<file path="config.mk">
export PLATFORM = sky130hd
export DESIGN_NAME = time_text_streamer
export DESIGN_NICKNAME = d
export VERILOG_FILES = /design/src/rtl/time_text_streamer.sv
export SDC_FILE = /design/constraint.sdc
export NUM_CORES = 1
export LEC_CHECK = 0
export BUFFER_PORTS_ARGS = -buffer_cell sky130_fd_sc_hd__buf_2
export CAP_MARGIN = 25
export CORE_MARGIN = 4
export CORE_UTILIZATION = 60
export DETAILED_ROUTE_END_ITERATION = 6
export PLACE_DENSITY_LB_ADDON = 0.08
export SYNTH_ARGS = -nofsm -noshare
export SYNTH_HDL_FRONTEND = slang
export SYNTH_SLANG_ARGS = --single-unit
</file>
<file path="constraint.sdc">
create_clock -name clock -period 3.8 [get_ports clock]
set_clock_uncertainty 0.1 [all_clocks]
set_input_delay 0.38 -clock clock [delete_from_list [all_inputs] [get_ports clock]]
set_output_delay 0.38 -clock clock [all_outputs]
set_load 0.01 [all_outputs]
</file>
<file path="src/rtl/time_text_streamer.sv">
// BCD time-of-day counter feeding a 64-character OLED text stream ("HH:MM:SS" + 56 spaces per frame).
// Optional macro TWELVE_HOUR_EN: 12-hour count (12,01..11), blanked leading hour digit, live pm flag.
module time_text_streamer #(
    parameter int CLK_HZ = 100000000
) (
    input  logic       clock,
    input  logic       reset,
    input  logic       inc_min,
    input  logic       inc_hour,
    output logic [6:0] sendData,
    output logic       sendDataValid,
    input  logic       sendDone,
    output logic       sec_tick,
    output logic       frame_start,
    output logic       pm
);
    // state | meaning
    // SNAP  | valid low; first cycle arms frame_start, the armed cycle latches the snapshot
    // SEND  | char(idx) held on sendData until sendDone; idx 63 + sendDone returns to SNAP

    localparam int PW = (CLK_HZ > 1) ? $clog2(CLK_HZ) : 1;
    localparam logic [PW-1:0] PRE_LOAD = PW'(CLK_HZ - 1);
`ifdef TWELVE_HOUR_EN
    localparam logic [7:0] HOUR_INIT = 8'h12;
`else
    localparam logic [7:0] HOUR_INIT = 8'h00;
`endif

    typedef enum logic {SNAP, SEND} state_t;

    state_t        state, state_next;
    logic [PW-1:0] pre_cnt, pre_next;
    logic [7:0]    hours, minutes, seconds;
    logic [7:0]    hours_next, minutes_next, seconds_next;
    logic [7:0]    snap_h, snap_m, snap_s;
    logic [5:0]    idx, idx_next;
    logic [6:0]    data_next;
    logic          tick, set_pulse, hour_step;
    logic          fs_next, snap_load;

    function automatic logic [7:0] bcd60_inc(input logic [7:0] v);
        if (v == 8'h59) return 8'h00;
        if (v[3:0] == 4'd9) return {v[7:4] + 4'd1, 4'd0};
        return v + 8'd1;
    endfunction

    function automatic logic [7:0] hour_inc(input logic [7:0] h);
`ifdef TWELVE_HOUR_EN
        if (h == 8'h12) return 8'h01;
        if (h == 8'h11) return 8'h12;
`else
        if (h == 8'h23) return 8'h00;
`endif
        if (h[3:0] == 4'd9) return {h[7:4] + 4'd1, 4'd0};
        return h + 8'd1;
    endfunction

    function automatic logic [6:0] char_at(input logic [5:0] i, input logic [7:0] h,
                                           input logic [7:0] m, input logic [7:0] s);
        logic [6:0] c;
        c = 7'h20;
        case (i)
            6'd0:       c = {3'b011, h[7:4]};
            6'd1:       c = {3'b011, h[3:0]};
            6'd2, 6'd5: c = 7'h3A;
            6'd3:       c = {3'b011, m[7:4]};
            6'd4:       c = {3'b011, m[3:0]};
            6'd6:       c = {3'b011, s[7:4]};
            6'd7:       c = {3'b011, s[3:0]};
            default:    c = 7'h20;
        endcase
`ifdef TWELVE_HOUR_EN
        if (i == 6'd0 && h[7:4] == 4'd0) c = 7'h20;
`endif
        return c;
    endfunction

    // A set pulse wins over a same-cycle tick: seconds and prescaler restart together.
    always_comb begin
        set_pulse    = inc_min | inc_hour;
        tick         = 1'b0;
        hour_step    = 1'b0;
        pre_next     = pre_cnt - PW'(1);
        seconds_next = seconds;
        minutes_next = minutes;
        if (set_pulse) begin
            pre_next     = PRE_LOAD;
            seconds_next = 8'h00;
            if (inc_min) minutes_next = bcd60_inc(minutes);
            hour_step = inc_hour;
        end else if (pre_cnt == '0) begin
            tick         = 1'b1;
            pre_next     = PRE_LOAD;
            seconds_next = bcd60_inc(seconds);
            if (seconds == 8'h59) begin
                minutes_next = bcd60_inc(minutes);
                hour_step    = (minutes == 8'h59);
            end
        end
        hours_next = hour_step ? hour_inc(hours) : hours;
    end

    always_ff @(posedge clock or posedge reset) begin
        if (reset) begin
            pre_cnt  <= PRE_LOAD;
            hours    <= HOUR_INIT;
            minutes  <= 8'h00;
            seconds  <= 8'h00;
            sec_tick <= 1'b0;
        end else begin
            pre_cnt  <= pre_next;
            hours    <= hours_next;
            minutes  <= minutes_next;
            seconds  <= seconds_next;
            sec_tick <= tick;
        end
    end

`ifdef TWELVE_HOUR_EN
    logic pm_q;
    always_ff @(posedge clock or posedge reset) begin
        if (reset) pm_q <= 1'b0;
        else if (hour_step && hours == 8'h11) pm_q <= ~pm_q;
    end
    assign pm = pm_q;
`else
    assign pm = 1'b0;
`endif

    always_comb begin
        state_next = state;
        idx_next   = idx;
        data_next  = sendData;
        fs_next    = 1'b0;
        snap_load  = 1'b0;
        case (state)
            SNAP: begin
                if (!frame_start) begin
                    fs_next = 1'b1;
                end else begin
                    // Snapshot sees this cycle's time update, so char 0 is built from *_next.
                    snap_load  = 1'b1;
                    idx_next   = 6'd0;
                    data_next  = char_at(6'd0, hours_next, minutes_next, seconds_next);
                    state_next = SEND;
                end
            end
            SEND: begin
                if (sendDone) begin
                    if (idx == 6'd63) begin
                        state_next = SNAP;
                        fs_next    = 1'b1;
                    end else begin
                        idx_next  = idx + 6'd1;
                        data_next = char_at(idx + 6'd1, snap_h, snap_m, snap_s);
                    end
                end
            end
            default: state_next = SNAP;
        endcase
    end

    always_ff @(posedge clock or posedge reset) begin
        if (reset) begin
            state       <= SNAP;
            idx         <= 6'd0;
            sendData    <= 7'h20;
            frame_start <= 1'b0;
            snap_h      <= HOUR_INIT;
            snap_m      <= 8'h00;
            snap_s      <= 8'h00;
        end else begin
            state       <= state_next;
            idx         <= idx_next;
            sendData    <= data_next;
            frame_start <= fs_next;
            if (snap_load) begin
                snap_h <= hours_next;
                snap_m <= minutes_next;
                snap_s <= seconds_next;
            end
        end
    end

    assign sendDataValid = (state == SEND);

endmodule

</file>
# [Word level (Yosys, flattened, before mapping)]
# Index checks and enable logic that the tools add are counted.
[classes] addsub=8 n_eq_ne=17 n_mux=70 n_bitwise=2 n_reduce_logical=4
[ops] op="8-bit two-way mux" count=21
[ops] op="27-bit two-way mux" count=2
[ops] op="1-bit two-way mux" count=36
[ops] op="5-bit one-hot mux with 7 select lines" count=1
[ops] op="27-bit logical NOT" count=1
[ops] op="27-bit by 1-bit subtractor with 27-bit output (second input constant)" count=1
[ops] op="8-bit by 1-bit adder with 8-bit output (second input constant)" count=3
[ops] op="6-bit by 3-bit == test with 1-bit output (second input constant)" count=4
[ops] op="7-bit two-way mux" count=3
[ops] op="6-bit two-way mux" count=3
[ops] op="8-bit by 7-bit == test with 1-bit output (second input constant)" count=2
[ops] op="7-bit one-hot mux with 2 select lines" count=1
[ops] op="4-bit by 1-bit adder with 4-bit output (second input constant)" count=3
[ops] op="4-bit == test (second input constant)" count=3
[ops] op="6-bit by 2-bit == test with 1-bit output (second input constant)" count=2
[ops] op="6-bit one-hot mux with 2 select lines" count=1
[ops] op="8-bit by 6-bit == test with 1-bit output (second input constant)" count=1
[ops] op="6-bit by 1-bit adder with 6-bit output (second input constant)" count=1
[ops] op="6-bit by 1-bit == test with 1-bit output (second input constant)" count=1
[ops] op="6-bit == test (second input constant)" count=1
[ops] op="6-bit logical NOT" count=1
[ops] op="2-bit inequality test (second input constant)" count=3
[ops] op="1-bit one-hot mux with 2 select lines" count=2
[ops] op="3-bit AND reduction" count=1
[ops] op="other kinds (3)" count=3
[totals] reg_bits=91 inputBits=5 elab_cells=113

# [Longest topological paths before layout]
[depth] word_depth=14 mapped_depth=9

# [Worst setup path before layout]
# Ideal clock, no wire load.
[synth_timing] path_kind="register to register" startpoint="reg seconds[1]" endpoint="reg snap_m[7]" setup_time_ns=0.125 arrival_ns=2.368 setup_slack_ns=1.208 stages_incl_launch_ff=9 n_path_buf=0 path_cell_list="dfrtp_1 inv_1 ha_1 nand3b_2 or3_1 o31a_1 nor4b_2 mux2_1 mux2_2"
[synth_between] elab_chain_len=4
[synth_rtl] item="from (decl)" line="33" text="logic [7:0] hours, minutes, seconds;"
[synth_rtl] item="from (signal assigned)" line="114" text="seconds <= seconds_next;"
[synth_rtl] item="8-bit by 7-bit == test with 1-bit output" line="95" text="if (seconds == 8'h59) begin"
[synth_rtl] item="8-bit two-way mux" line="95"
[synth_rtl] item="8-bit two-way mux" line="91" text="end else if (pre_cnt == '0) begin"
[synth_rtl] item="8-bit two-way mux" line="86" text="if (set_pulse) begin"
[synth_rtl] item="net minutes_next[7]" line="34" text="logic [7:0] hours_next, minutes_next, seconds_next;"
[synth_rtl] item="to (signal assigned)" line="179" text="snap_m <= minutes_next;"
[synth_rtl] item="to (decl)" line="35" text="logic [7:0] snap_h, snap_m, snap_s;"
# The timed path passes the listed nets, and every way through them passes these cells.
# A chain may end at the register's enable or synchronous reset.

# [Final worst setup path]
[layout_timing] startpoint="reg idx[0]" endpoint="reg sendData[1]"
[layout_between] elab_chain_len=7 word_cells_on_any_way=17 cone_classes="add/sub (1); eq/ne (9); mux (4); reduce/logical (3)"
[layout_rtl] item="from (decl)" line="36" text="logic [5:0] idx, idx_next;"
[layout_rtl] item="from (signal assigned)" line="174" text="idx <= idx_next;"
[layout_rtl] item="6-bit by 1-bit adder with 6-bit output" line="155" text="data_next = char_at(idx + 6'd1, snap_h, snap_m, snap_s);"
[layout_rtl] item="6-bit by 2-bit == test with 1-bit output or 6-bit by 3-bit == test with 1-bit output (tied branches)" line="62" text="case (i)"
[layout_rtl] item="2-bit OR reduction" line="62"
[layout_rtl] item="5-bit one-hot mux with 7 select lines" line="62"
[layout_rtl] item="7-bit two-way mux" line="150" text="if (idx == 6'd63) begin"
[layout_rtl] item="7-bit two-way mux" line="149" text="if (sendDone) begin"
[layout_rtl] item="7-bit one-hot mux with 2 select lines" line="136" text="case (state)"
[layout_rtl] item="to (signal assigned)" line="175" text="sendData <= data_next;"
[layout_rtl] item="to (decl)" line="10" text="output logic [6:0] sendData,"
# Parallel ways exist; a longest one is shown, timed or not. The select of a mux whose other input is x is not followed.

==> impl_metrics.json <==
{
  "worstPathRequired_ns": 3.98,
  "final_layout_size_suffix_gt1_share_pct": 16.5,
  "num-fill-cells": 672,
  "critPathKind": "flop to flop",
  "drt-initial-drc-count": 195,
  "worst_path_largest_cell_delay_ns": 0.65,
  "startpoint": "idx[0]",
  "yosys_warnings": 0,
  "reg2reg_to": "sendData[1]",
  "dieArea_um2": 9930,
  "cts-buffers-inserted": 9,
  "synth_top_area_share_pct": 34.8,
  "setup_violations": 0,
  "cellLeakagePower_uw": 0.00229,
  "regArea_um2": 2250,
  "r2r_slack_ns": 0.85,
  "grt_overflow_total": 0,
  "power.density_nw_per_um2": 489,
  "placedInstanceArea_um2": 5160,
  "cp_cell_sequence": "ha_1, and4_1, and3_1, a221oi_1, or4_1, a31o_2, o211ai_1",
  "ant_nets": 0,
  "ios": 16,
  "multi_input_area_um2": 2610,
  "crit_end": "sendData[1]",
  "antenna_found_initial": 0,
  "synth_area_um2": 5040,
  "cts-resized-gates": 0,
  "synth_cell_types": 75,
  "finalHoldViolCount": 0,
  "yosys-top-cells-area": "dfrtp_1 35%, dfstp_2 9.9%, nand2_1 4.9%, ha_1 4.7%, nor2_1 3.9%",
  "drc": 0,
  "worst_slew_pin_slew_ns": 0.747,
  "finalPower_uw": 2640,
  "grt_pass1_vias": 3728,
  "cts.htree.levels": 3,
  "place_congestion": 0.900,
  "relSlewSlack_pct": 50.2,
  "synthesis.area_per_instance_um2": 9.65,
  "grt_max_degree": 58,
  "cts_tree": "yes",
  "reg2regPathDepth": 7,
  "holdPathStages": 4,
  "cp-end-kind": "flop",
  "path_clk_slew_ns": 0.09,
  "worst-path-stages": 7,
  "slew_violations": 0,
  "final_area_um2": 5400,
  "cap_violations": 0,
  "async_flop_share_pct": 100,
  "die_x_um": 99.6,
  "fin_setup_tns_ns": 0,
  "grt_pass1_wl_mm": 18.0,
  "fin_crit_sh_pct": 77.6,
  "reg2reg_from": "idx[0]",
  "row_count": 33,
  "syn_inst": 522,
  "clock_sink_count": 89,
  "syn_to_final_growth_pct": 7.13,
  "vias": 3836,
  "first_pass_iters": 5,
  "grt_setup_unrepaired": "false",
  "crit_path_top_delay_cell": "or4_1",
  "utilization_pct": 66.0,
  "initial_core_util_pct": 61.6,
  "startpoint_type": "flop",
  "nets": 552,
  "critical-path-top-delay-family": "simple AND/OR/NAND/NOR gates",
  "ys_ff_latch": 89,
  "synth_edf_count": 0,
  "place.detailed.hpwl_mm": 7.54,
  "antenna_cells": 0,
  "vdd_drop_max_v": 0.000341,
  "clock_path_buffers": 2,
  "min_period_ns": 2.95,
  "min_path_type": "primary input to flop",
  "seq_area_frac_synth_pct": 44.7,
  "arrival_ns": 3.13,
  "crit_buf_inv": 0,
  "yosysTopAreaCell": "dfrtp_1",
  "die_h_um": 99.6,
  "outcome": "finished, final reports clean",
  "crit_path_max_fanout": 17,
  "io_buffer_count": 12,
  "clk_latency_ns": 0.37,
  "synth_top_flop_cell": "dfrtp_1",
  "wirelength_mm": 10.5,
  "grt_usage_pct": 22.6,
  "core_um2": 8180,
  "root_buffer": "clkbuf_8",
  "vias_per_cell": 6.01,
  "max_freq_ghz": 0.339,
  "wl_per_cell_um": 16.4
}
repair_timing:
item | 4_1_cts | 5_1_grt
setup buffers | 0 | 0
hold buffers | 0 | 1
endpoints found under the hold margin | 0 | 5
per-stage QoR:
stage               instances  setup slack [ns]  hold slack [ns]
finish                    638             0.853            0.252
global route              638             0.701            0.266
CTS                       636             0.865            0.132
detailed placement        620             0.893            0.368
global placement          620              1.02            0.359
floorplan                 523              1.04            0.348
how the worst min path moves through the flow:
stage,to,startpoint,slack [ns]
3_3_place_gp,pre_cnt[0],pre_cnt[0],0.36
2_1_floorplan,pre_cnt[0],pre_cnt[0],0.35
3_5_place_dp,pre_cnt[0],pre_cnt[0],0.37
4_1_cts,idx[2],reset,0.13
6_report,sendDataValid,sendDone,0.25
5_1_grt,sendDataValid,sendDone,0.27
kinds of logic (layout without fill, tap and decap cells):
| group | after synthesis | after routing | share of synthesized area (%) |
|---|---|---|---|
| other cells | 2 | 3 | 0.149 |
| fa+ha+maj | 19 | 19 | 4.72 |
| mux | 24 | 24 | 5.21 |
| compound gates | 107 | 107 | 14.8 |
| buf+inv | 45 | 55 | 3.75 |
| simple gates | 213 | 213 | 22.7 |
| flops | 89 | 89 | 44.7 |
| xor+xnor | 23 | 23 | 4.00 |
cell usage in the layout, fill, tap and decap left out, types with 4 or more instances in the layout:
cell type / count
dfrtp_1: 70
nand2_1: 66
nor2_1: 53
inv_1: 20
ha_1: 19
dfstp_2: 19
a21oi_1: 16
o21ai_0: 15
mux2_2: 15
nand3_1: 14
xnor2_1: 13
nor3_1: 12
a31oi_1: 12
buf_2: 12
o31ai_1: 10
a22oi_1: 10
xor2_1: 10
clkbuf_8: 9
nand3b_1: 8
and3_1: 8
or3_1: 6
nor4_1: 6
mux2i_1: 6
and2_1: 4
o22ai_1: 4
o211ai_1: 4
o22a_1: 4
buf_4: 4
synth_stat cells, types with 3 or more instances:
master / n
a211oi_1: 3
a21o_1: 3
a21oi_1: 16
a22oi_1: 10
a31oi_1: 12
and2_1: 4
and3_1: 8
and3b_1: 3
buf_1: 3
buf_4: 3
clkbuf_1: 16
dfrtp_1: 70
dfstp_2: 19
ha_1: 19
inv_1: 21
mux2_1: 3
mux2_2: 15
mux2i_1: 6
nand2_1: 66
nand3_1: 14
nand3b_1: 8
nor2_1: 53
nor2b_1: 3
nor3_1: 12
nor3b_1: 3
nor4_1: 6
nor4_4: 3
o211ai_1: 4
o21a_1: 3
o21ai_0: 15
o22a_1: 4
o22ai_1: 4
o31ai_1: 10
or2_2: 3
or3_1: 6
xnor2_1: 13
xor2_1: 10
cell type report:
class	instances	share of cell area, %
multi-input combinational	389	48.3
sequential	89	41.7
tap	105	2.43
timing repair buffer	18	2.36
clock buffer	9	2.29
inverter	21	1.48
clock inverter	7	1.46
power breakdown:
group / total, uW / switching [uW] / internal, uW
logic: 752 / 424 / 328
registers: 1220 / 161 / 1060
clock network: 665 / 356 / 309
sequential cells by signal, summed over array words and instances (netlist names):
signal and count:
frame_start 1, pre_cnt 27, snap_h 8, seconds 8, snap_m 8, sec_tick 1, idx 6, hours 8
minutes 8, sendData 5, sendDataValid 1, snap_s 8
per-layer routing:
| layer | GRT usage, % | vias to the layer above | wire, um |
|---|---|---|---|
| met3 | 4.00 | 11 | 439 |
| met4 | 5.99 | 0 | 96 |
| met2 | 35.3 | 78 | 4820 |
| met5 | 0 | - | 0 |
| li1 | - | 1866 | - |
| met1 | 32.8 | 1881 | 5100 |
worst register-to-register path: cells and delay by family, from the launching register on:
family / cells / cell delay, ns
DFF: 1 / 0.50
adders and majority gates: 1 / 0.63
and+or+nand+nor: 3 / 1.23
AOI/OAI and AO/OA: 3 / 0.41
Note: power is estimated with default switching activity, not from simulation.
